### config.mk
export PLATFORM = sky130hd
export DESIGN_NAME = uart_cfg_seq
export DESIGN_NICKNAME = d
export VERILOG_FILES = /design/src/rtl/uart_cfg_seq.sv
export SDC_FILE = /design/constraint.sdc
export NUM_CORES = 1
export LEC_CHECK = 0
export ABC_AREA = 0
export CELL_PAD_IN_SITES_DETAIL_PLACEMENT = 2
export CELL_PAD_IN_SITES_GLOBAL_PLACEMENT = 2
export CORE_MARGIN = 2
export CORE_UTILIZATION = 30
export DETAILED_ROUTE_END_ITERATION = 8
export HOLD_SLACK_MARGIN = 0.03
export PLACE_DENSITY = 0.89
export SLEW_MARGIN = 40
export SYNTH_ARGS = -nofsm -noshare
export SYNTH_HDL_FRONTEND = slang
export SYNTH_SLANG_ARGS = --single-unit
### constraint.sdc
create_clock -name clk_i -period 3.1 [get_ports clk_i]
set_input_delay 0.775 -clock clk_i [delete_from_list [all_inputs] [get_ports clk_i]]
set_output_delay 0.775 -clock clk_i [all_outputs]
set_load 0.03 [all_outputs]
### src/rtl/uart_cfg_seq.sv
// uart_cfg_seq: programs divisor, LCR, FCR and IER of a 16550-style UART
// over an aw/w/b register write port, owning the DLAB handshake.
module uart_cfg_seq #(
  parameter logic [15:0] DEFAULT_DIV = 16'd27,
  parameter logic [7:0]  DEFAULT_LCR = 8'h03,
  parameter logic [7:0]  DEFAULT_FCR = 8'h07,
  parameter logic [7:0]  DEFAULT_IER = 8'h01,
  parameter bit          AUTO_START  = 1'b1,
  parameter int unsigned TIMEOUT     = 255
) (
  input  logic        clk_i,
  input  logic        rst_i,
  input  logic        start_i,
  input  logic [15:0] div_i,
  input  logic [7:0]  lcr_i,
  input  logic [7:0]  fcr_i,
  input  logic [7:0]  ier_i,
  output logic        busy_o,
  output logic        done_o,
  output logic        err_o,
  output logic [2:0]  err_step_o,
  output logic        awvalid_o,
  output logic [2:0]  awaddr_o,
  input  logic        awready_i,
  output logic        wvalid_o,
  output logic [7:0]  wdata_o,
  input  logic        wready_i,
  input  logic        bvalid_i,
  input  logic [1:0]  bresp_i,
  output logic        bready_o
);

  localparam int CW = $clog2(TIMEOUT + 1);
  localparam logic [CW-1:0] TMO_LAST = CW'(TIMEOUT - 1);
  localparam logic [CW-1:0] TMO_MAX  = CW'(TIMEOUT);

  typedef enum logic [1:0] {
    IDLE, WADDR, WRESP, ABORT
  } state_t;

  state_t          r_state, w_state_n;
  logic [2:0]      r_step, w_step_n;
  logic [15:0]     r_div, w_div_n, w_div_sel;
  logic [6:0]      r_lcr, w_lcr_n;
  logic [7:0]      w_lcr_sel;
  logic [7:0]      r_fcr, w_fcr_n, w_fcr_sel;
  logic [7:0]      r_ier, w_ier_n, w_ier_sel;
  logic [CW-1:0]   r_cnt, w_cnt_n, w_cnt_inc;
  logic            r_awv, w_awv_n;
  logic            r_wv, w_wv_n;
  logic            r_bready, w_bready_n;
  logic [2:0]      r_awaddr, w_awaddr_n;
  logic [7:0]      r_wdata, w_wdata_n;
  logic            r_busy, w_busy_n;
  logic            r_done, w_done_n;
  logic            r_err, w_err_n;
  logic [2:0]      r_err_step, w_err_step_n;
  logic            r_auto;
  logic            w_go, w_abort;
  logic            w_aw_hs, w_w_hs, w_b_hs;
  logic            w_tmo;
  logic            w_unused;

  assign w_unused  = w_lcr_sel[7];
  assign w_aw_hs   = r_awv & awready_i;
  assign w_w_hs    = r_wv & wready_i;
  assign w_b_hs    = r_bready & bvalid_i;
  assign w_tmo     = (r_cnt >= TMO_LAST);
  assign w_cnt_inc = (r_cnt == TMO_MAX) ? r_cnt : r_cnt + 1'b1;

  function automatic logic [2:0] step_addr(input logic [2:0] s);
    unique case (s)
      3'd0:    step_addr = 3'd3;
      3'd1:    step_addr = 3'd0;
      3'd2:    step_addr = 3'd1;
      3'd3:    step_addr = 3'd3;
      3'd4:    step_addr = 3'd2;
      default: step_addr = 3'd1;
    endcase
  endfunction

  function automatic logic [7:0] step_data(
    input logic [2:0]  s,
    input logic [15:0] d,
    input logic [6:0]  l,
    input logic [7:0]  f,
    input logic [7:0]  ie
  );
    unique case (s)
      3'd0:    step_data = {1'b1, l};
      3'd1:    step_data = d[7:0];
      3'd2:    step_data = d[15:8];
      3'd3:    step_data = {1'b0, l};
      3'd4:    step_data = f;
      default: step_data = ie;
    endcase
  endfunction

  always_comb begin
    w_state_n    = r_state;
    w_step_n     = r_step;
    w_div_n      = r_div;
    w_lcr_n      = r_lcr;
    w_fcr_n      = r_fcr;
    w_ier_n      = r_ier;
    w_cnt_n      = w_cnt_inc;
    w_awv_n      = r_awv;
    w_wv_n       = r_wv;
    w_bready_n   = r_bready;
    w_busy_n     = r_busy;
    w_done_n     = 1'b0;
    w_err_n      = r_err;
    w_err_step_n = r_err_step;
    w_awaddr_n   = r_awaddr;
    w_wdata_n    = r_wdata;
    w_go         = 1'b0;
    w_abort      = 1'b0;
    w_div_sel    = DEFAULT_DIV;
    w_lcr_sel    = DEFAULT_LCR;
    w_fcr_sel    = DEFAULT_FCR;
    w_ier_sel    = DEFAULT_IER;
    if (start_i) begin
      w_div_sel = div_i;
      w_lcr_sel = lcr_i;
      w_fcr_sel = fcr_i;
      w_ier_sel = ier_i;
    end
    unique case (r_state)
      IDLE: begin
        if (start_i || r_auto) begin
          w_div_n      = (w_div_sel == 16'd0) ? 16'd1 : w_div_sel;
          w_lcr_n      = w_lcr_sel[6:0];
          w_fcr_n      = w_fcr_sel;
          w_ier_n      = w_ier_sel;
          w_step_n     = 3'd0;
          w_err_n      = 1'b0;
          w_err_step_n = 3'd0;
          w_busy_n     = 1'b1;
          w_go         = 1'b1;
        end
      end
      WADDR: begin
        if (w_aw_hs) w_awv_n = 1'b0;
        if (w_w_hs)  w_wv_n  = 1'b0;
        if (w_tmo) begin
          w_abort = 1'b1;
        end else if ((!r_awv || w_aw_hs) &&
                     (!r_wv || w_w_hs)) begin
          w_state_n  = WRESP;
          w_bready_n = 1'b1;
        end
      end
      WRESP: begin
        if (w_b_hs) begin
          w_bready_n = 1'b0;
          if (bresp_i != 2'b00) begin
            w_abort = 1'b1;
          end else if (r_step == 3'd5) begin
            w_state_n = IDLE;
            w_done_n  = 1'b1;
            w_busy_n  = 1'b0;
          end else begin
            w_step_n = r_step + 3'd1;
            w_go     = 1'b1;
          end
        end else if (w_tmo) begin
          w_abort = 1'b1;
        end
      end
      ABORT:   w_state_n = IDLE;
      default: w_state_n = IDLE;
    endcase
    if (w_go) begin
      w_state_n  = WADDR;
      w_cnt_n    = '0;
      w_awv_n    = 1'b1;
      w_wv_n     = 1'b1;
      w_awaddr_n = step_addr(w_step_n);
      w_wdata_n  = step_data(w_step_n, w_div_n,
                     w_lcr_n, w_fcr_n, w_ier_n);
    end
    // Timeout drops valids even without a handshake so a dead slave
    // cannot wedge the sequencer.
    if (w_abort) begin
      w_state_n    = ABORT;
      w_awv_n      = 1'b0;
      w_wv_n       = 1'b0;
      w_bready_n   = 1'b0;
      w_busy_n     = 1'b0;
      w_err_n      = 1'b1;
      w_err_step_n = r_step;
    end
  end

  always_ff @(posedge clk_i) begin
    if (rst_i) begin
      r_state    <= IDLE;
      r_step     <= '0;
      r_div      <= '0;
      r_lcr      <= '0;
      r_fcr      <= '0;
      r_ier      <= '0;
      r_cnt      <= '0;
      r_awv      <= 1'b0;
      r_wv       <= 1'b0;
      r_bready   <= 1'b0;
      r_awaddr   <= '0;
      r_wdata    <= '0;
      r_busy     <= 1'b0;
      r_done     <= 1'b0;
      r_err      <= 1'b0;
      r_err_step <= '0;
      r_auto     <= AUTO_START;
    end else begin
      r_state    <= w_state_n;
      r_step     <= w_step_n;
      r_div      <= w_div_n;
      r_lcr      <= w_lcr_n;
      r_fcr      <= w_fcr_n;
      r_ier      <= w_ier_n;
      r_cnt      <= w_cnt_n;
      r_awv      <= w_awv_n;
      r_wv       <= w_wv_n;
      r_bready   <= w_bready_n;
      r_awaddr   <= w_awaddr_n;
      r_wdata    <= w_wdata_n;
      r_busy     <= w_busy_n;
      r_done     <= w_done_n;
      r_err      <= w_err_n;
      r_err_step <= w_err_step_n;
      r_auto     <= 1'b0;
    end
  end

  assign busy_o     = r_busy;
  assign done_o     = r_done;
  assign err_o      = r_err;
  assign err_step_o = r_err_step;
  assign awvalid_o  = r_awv;
  assign awaddr_o   = r_awaddr;
  assign wvalid_o   = r_wv;
  assign wdata_o    = r_wdata;
  assign bready_o   = r_bready;

endmodule

; ---- Yosys cells after proc, flatten, opt, wreduce, memory -nomap -nowiden
; Cells that the tools add are included.
[word_totals]
elab_cells = 133
inputBits = 48
ff_bits = 73
output_inout_bits = 20
[op_classes]
n_mux = 60
n_reduce_logical = 28
n_eq_ne = 20
bitwise = 5
order_cmp = 1
n_addsub = 2
[op_table]
columns = op, n
row1 = $mux 16, 4
row2 = $mux 8, 6
row3 = $pmux 8 s5, 1
row4 = $mux 1, 25
row5 = $mux 3, 7
row6 = $mux 7, 3
row7 = $ne 4x4->1 const B, 5
row8 = $logic_not 16->1, 1
row9 = $reduce_bool 2->1, 8
row10 = $mux 2, 7
row11 = $ne 2x2->1 const B, 6
row12 = $pmux 2 s3, 2
row13 = $add 8x1->8 const B, 1
row14 = $eq 8x8->1 const B, 1
row15 = $ge 8x8->1 const B, 1
row16 = $pmux 1 s2, 4
row17 = $eq 3x2->1 const B, 2
row18 = $eq 3x3->1 const B, 2
row19 = $pmux 3 s2, 1
row20 = $reduce_and 2->1, 3
row21 = $reduce_and 6->1, 1
row22 = $reduce_or 2->1, 3
row23 = $reduce_and 5->1, 1
row24 = $reduce_bool 5->1, 1
row25 = other kinds (13), 20

; ---- Longest topological paths before layout
; Gate-level depths: netlist (run 1).
[logic_depth]
depth_word = 8
ltp_mapped = 11
ltp_nobuf = 9

; ---- Worst setup path after synthesis (run 1)
; OpenSTA, ideal clock, no wires.
[synth_path]
path_kind = input port to flip-flop
startpoint = in bresp_i[0]
endpoint = reg r_wdata[4] (netlist: wdata_o[4])
setup_ns = 0.132
t_arrival_ns = 2.275
slack_ns = 0.694
cell_stages = 8
required_ns = 2.968
n_path_buf = 1
path_cell_list = and4bb_1 > buf_6 > a21o_1 > a32oi_4 > a211oi_1 > o21bai_1 > a2111oi_1 > nor3_1
[synth_between]
elab_chain_len = 6
word_cells_on_any_way = 13
classes_between = 4 x eq/ne / 7 x mux / 2 x reduce/logical
[synth_rtl]
columns = element, line_no
row1 = from (decl), 29  ; input logic [1:0] bresp_i,
row2 = $reduce_bool 2->1 *, 156  ; if (bresp_i != 2'b00) begin
row3 = $mux 3, 156
row4 = $mux 3, 154  ; if (w_b_hs) begin
row5 = $pmux 3 s2, 128  ; unique case (r_state)
row6 = $eq 3x3->1 (tied with other cells), 89  ; unique case (s)
row7 = $pmux 8 s5, 89
row8 = to (signal assigned), 226  ; r_wdata <= w_wdata_n;
row9 = to (decl), 53  ; logic [7:0] r_wdata, w_wdata_n;
; Mark *: on every way between the ends. The rest lies on a longest branch, timed or not.
; A chain may end at the register's enable or synchronous reset.

; ---- Final worst setup path (run 1)
[layout_path]
startpoint = in start_i
endpoint = reg r_wdata[6] (netlist: wdata_o[6])
[layout_between]
elab_chain_len = 6
word_cells_on_any_way = 25
classes_between = 4 x eq/ne / 18 x mux / 3 x reduce/logical
[layout_rtl]
columns = element, line_no
row1 = from (decl), 13  ; input logic start_i,
row2 = $mux 16, 122  ; if (start_i) begin
row3 = $logic_not 16->1, 131  ; w_div_n = (w_div_sel == 16'd0) ? 16'd1 : w_div_sel;
row4 = $mux 16, 131
row5 = $mux 16, 130  ; if (start_i || r_auto) begin
row6 = $mux 16, 128
row7 = $pmux 8 s5, 89
; Parallel ways exist; a longest one is shown, timed or not.

==> results of run 1 <==
-- repair_timing --
item,CTS,global route
hold buffers,0,0
gates resized for setup,0,3
endpoints found under the setup margin,0,7
hold endpoints to repair,0,0
-- state kept, by name, indices dropped and copies added, names as in the netlist --
| register | cells |
|---|---|
| r_div | 16 |
| r_cnt | 8 |
| r_fcr | 8 |
| r_ier | 8 |
| wdata_o | 8 |
| r_lcr | 7 |
| err_step_o | 3 |
| r_step | 3 |
| awaddr_o | 2 |
| r_state | 2 |
| awvalid_o | 1 |
| bready_o | 1 |
| busy_o | 1 |
| done_o | 1 |
| err_o | 1 |
| r_auto | 1 |
| wvalid_o | 1 |
-- cells in the mapped netlist, drive strengths merged, types with 2 or more instances --
library cell  instances  share of area
a2111oi               6          0.017
a211oi                9          0.021
a21oi                18          0.027
a22o                  3         0.0078
a22oi                26          0.058
a311oi                3         0.0078
a31oi                 7          0.013
a32o                  4          0.012
a32oi                 4          0.016
and2                  4         0.0074
and3                  6          0.011
buf                  11          0.020
clkbuf               19          0.021
dfxtp                72           0.43
ha                    8          0.030
inv                  10          0.011
nand2                29          0.034
nand2b                2         0.0037
nand3                10          0.016
nand4                 2         0.0037
nor2                 69          0.076
nor2b                 8          0.015
nor3                 12          0.018
nor4                  3         0.0055
o211ai                2         0.0059
o21ai                10          0.015
o21bai                4         0.0089
o221ai                2         0.0052
o22ai                17          0.031
or2                   4         0.0074
or3                   3         0.0055
xnor2                 2         0.0052
xor2                  4          0.010
-- power by group through the flow --
stage	clock (mW)	sequential, mW	combinational, mW
6_report	1.04	1.20	1.25
5_1_grt	1.10	1.22	1.37
4_1_cts	1.06	1.21	1.26
3_5_place_dp	0	1.22	1.21
3_3_place_gp	0	1.20	1.14
2_1_floorplan	0	1.29	0.664
-- per-stage QoR --
step                instances  instance area [um^2]  TNS, ns  hold slack, ns
CTS                       614                  4520        0           0.476
detailed placement        598                  4220    -1.58           0.458
global placement          598                  4220   -0.517           0.455
global route              614                  4530        0           0.508
floorplan                 405                  3390        0           0.461
finish                    614                  4530        0           0.469
-- worst reg2reg max path, delay by kind of cell, from the launching register on --
family / cells / cell delay (ns)
compound gates: 4 / 1.34
fa+ha+maj: 1 / 0.35
buf+inv: 1 / 0.09
flops: 1 / 0.40
simple gates: 3 / 0.56
-- routing by layer --
layer | global-route usage | part of all wire | wire [um] | vias to the layer above
li1 | - | - | - | 1597
met1 | 0.277 | 0.43 | 5750 | 1750
met2 | 0.397 | 0.50 | 6600 | 107
met3 | 0.0382 | 0.039 | 519 | 33
met4 | 0.120 | 0.031 | 414 | 0
met5 | 0 | 0 | 0 | -
-- layout by cell type, fill, tap and decap left out, types with 7 or more instances in the layout --
cell,n
a211oi_1,8
a21oi_1,18
a22oi_1,26
a31oi_1,7
buf_4,17
clkbuf_16,9
clkdlybuf4s50_1,64
dfxtp_1,72
ha_1,8
inv_1,10
nand2_1,27
nand3_1,8
nor2_1,68
nor2b_1,8
nor3_1,12
o21ai_0,8
o22ai_1,17
-- logic make-up (layout without fill, tap and decap cells) --
group,count (synthesis),in the layout,share of synthesized area
AO/OA/AOI/OAI,120,120,0.257
XOR/XNOR,6,6,0.0155
adder cells (fa/ha/maj),8,8,0.0295
buffers and inverters,40,109,0.0520
flip-flops,72,72,0.425
multiplexers,1,1,0.00332
other,1,1,0.00111
AND/OR/NAND/NOR,157,157,0.217
-- how the worst min path moves through the flow --
stage          cells past startpoint       end  slack (ns)      from
2_1_floorplan                      2  r_div[0]        0.46  r_div[0]
3_3_place_gp                       2     err_o        0.46     err_o
3_5_place_dp                       2     err_o        0.46     err_o
4_1_cts                            2     err_o        0.48     err_o
5_1_grt                            2     err_o        0.51     err_o
6_report                           2     err_o        0.47     err_o
-- layout make-up --
type / count / area [um^2] / share of cell area
Tap cell: 140 / 175 / 0.0387
Clock buffer: 9 / 225 / 0.0498
Timing Repair Buffer: 83 / 793 / 0.175
Multi-Input combinational cell: 293 / 1780 / 0.394
Inverter: 10 / 37.5 / 0.00829
Sequential cell: 72 / 1440 / 0.318
Clock inverter: 7 / 70.1 / 0.0155
==> impl_metrics.tcl, run 1 <==
set metrics [dict create \
    status "complete, no violations" \
    hpwl_um 9070 \
    grt_pass1_vias 3858 \
    syn_area_per_cell_um2 8.37 \
    fin_crit_ns 3.02 \
    drive_above_1_share 0.101 \
    grt-ovfl-total 0 \
    dr.pass1.iters 4 \
    path_depth 8 \
    dieHeight_um 110 \
    post-place-ws_ns -0.259 \
    synth-edff-count 0 \
    vdd_ir_drop_max_mv 0.294 \
    finalNetCount 525 \
    syn_area_um2 3390 \
    io_pins 68 \
    synth-main-ff-cell "dfxtp_1" \
    io_buffers 65 \
    r2r_setup_slack_ns 0.22 \
    n_fill_cell 1198 \
    crit_path_start_kind "primary input" \
    setup_slack_ns 0.0840 \
    path_class "primary input to flip-flop" \
    rsz0062_at_grt "false" \
    cts_buffers 9 \
    end_kind "flip-flop" \
    drt-vias-per-instance 5.68 \
    cp-startpoint "start_i" \
    slew_viol_final 0 \
    finalSetupViolCount 0 \
    final_core_util 0.414 \
    period_share 0.973 \
    drc 0 \
    clkLatencyLatePin_ns 0.34 \
    antenna_found_initial 0 \
    worst_r2r_endpoint "wdata_o[6]" \
    syn2layout_area_growth_pct 33.5 \
    cp_max_fo 6 \
    cp_slowest_stage_delay_ns 0.61 \
    p_per_area_nw_per_um2 773 \
    fp.dieW_um 110 \
    p_comb_frac 0.358 \
    initial_core_util 0.310 \
    diodes 0 \
    coreArea_um2 10900 \
    antenna_left 0 \
    synth_seq_cells 72 \
    die_area_um2 12200 \
    slew_headroom 0.536 \
    wl_per_cell_um 21.6 \
    fmax_mhz 332 \
    post_cts_buffers 0 \
    p_sw_mw 1.30 \
    finalHoldViolCount 0 \
    drt_iter0_drc 217 \
    htree_levels 3 \
    yosysSeqAreaShare 0.425 \
    clkSinkCount 72 \
    yosysWarnings 0 \
    seqPwrFrac 0.344 \
    clk_root_buffer_cell "clkbuf_16" \
    p_leak_nw 1.70 \
    track_usage 0.231 \
    totalWireLength_um 13300 \
    path_clk_slew_ns 0.06 \
    crit_arrival_ns 3.22 \
    worstSetupEndpoint "wdata_o[6]" \
    min_path_type "flip-flop to flip-flop" \
    power_mw 3.50 \
    routed-via-count 3487 \
    cts.path.max_buffers 2 \
    grt_max_degree 49 \
    postSynthCellCount 405 \
    row_count 38 \
    critical_path_required_ns 3.31 \
    ys_async_sr_fraction 0 \
    p_int_mw 2.20 \
    routabilityCongestion 0.819 \
    crit_chain "clkdlybuf4s50_1 -> or3b_1 -> nand2_2 -> a211oi_2 -> a211oi_1 -> o21bai_1 -> a2111oi_1 -> nor3_1" \
    tightest_slew_ns 0.696 \
    skew_ns 0.00295 \
    ys_types 56 \
    grt_pass1_wl_um 21000 \
    cts_tree "built" \
    path_buf_inv 1 \
    clkPwrFrac 0.298 \
    critical_path.top_delay_family "compound AO/OA/AOI/OAI gates" \
    ff2ff_path_depth 9 \
    swShare 0.372 \
    crit_slowest_cell "clkdlybuf4s50_1" \
    worst_r2r_startpoint "r_state[0]" \
    syn_nets 461 \
    maxCapViolCount 0 \
]
Power figures use the tool's default switching activity.
==> run 2: changes to the inputs <==
Settings changed: SLEW_MARGIN 40 to 25.
==> results of run 2 <==
No change in the layout: final DEF, timing and power equal those of run 1.
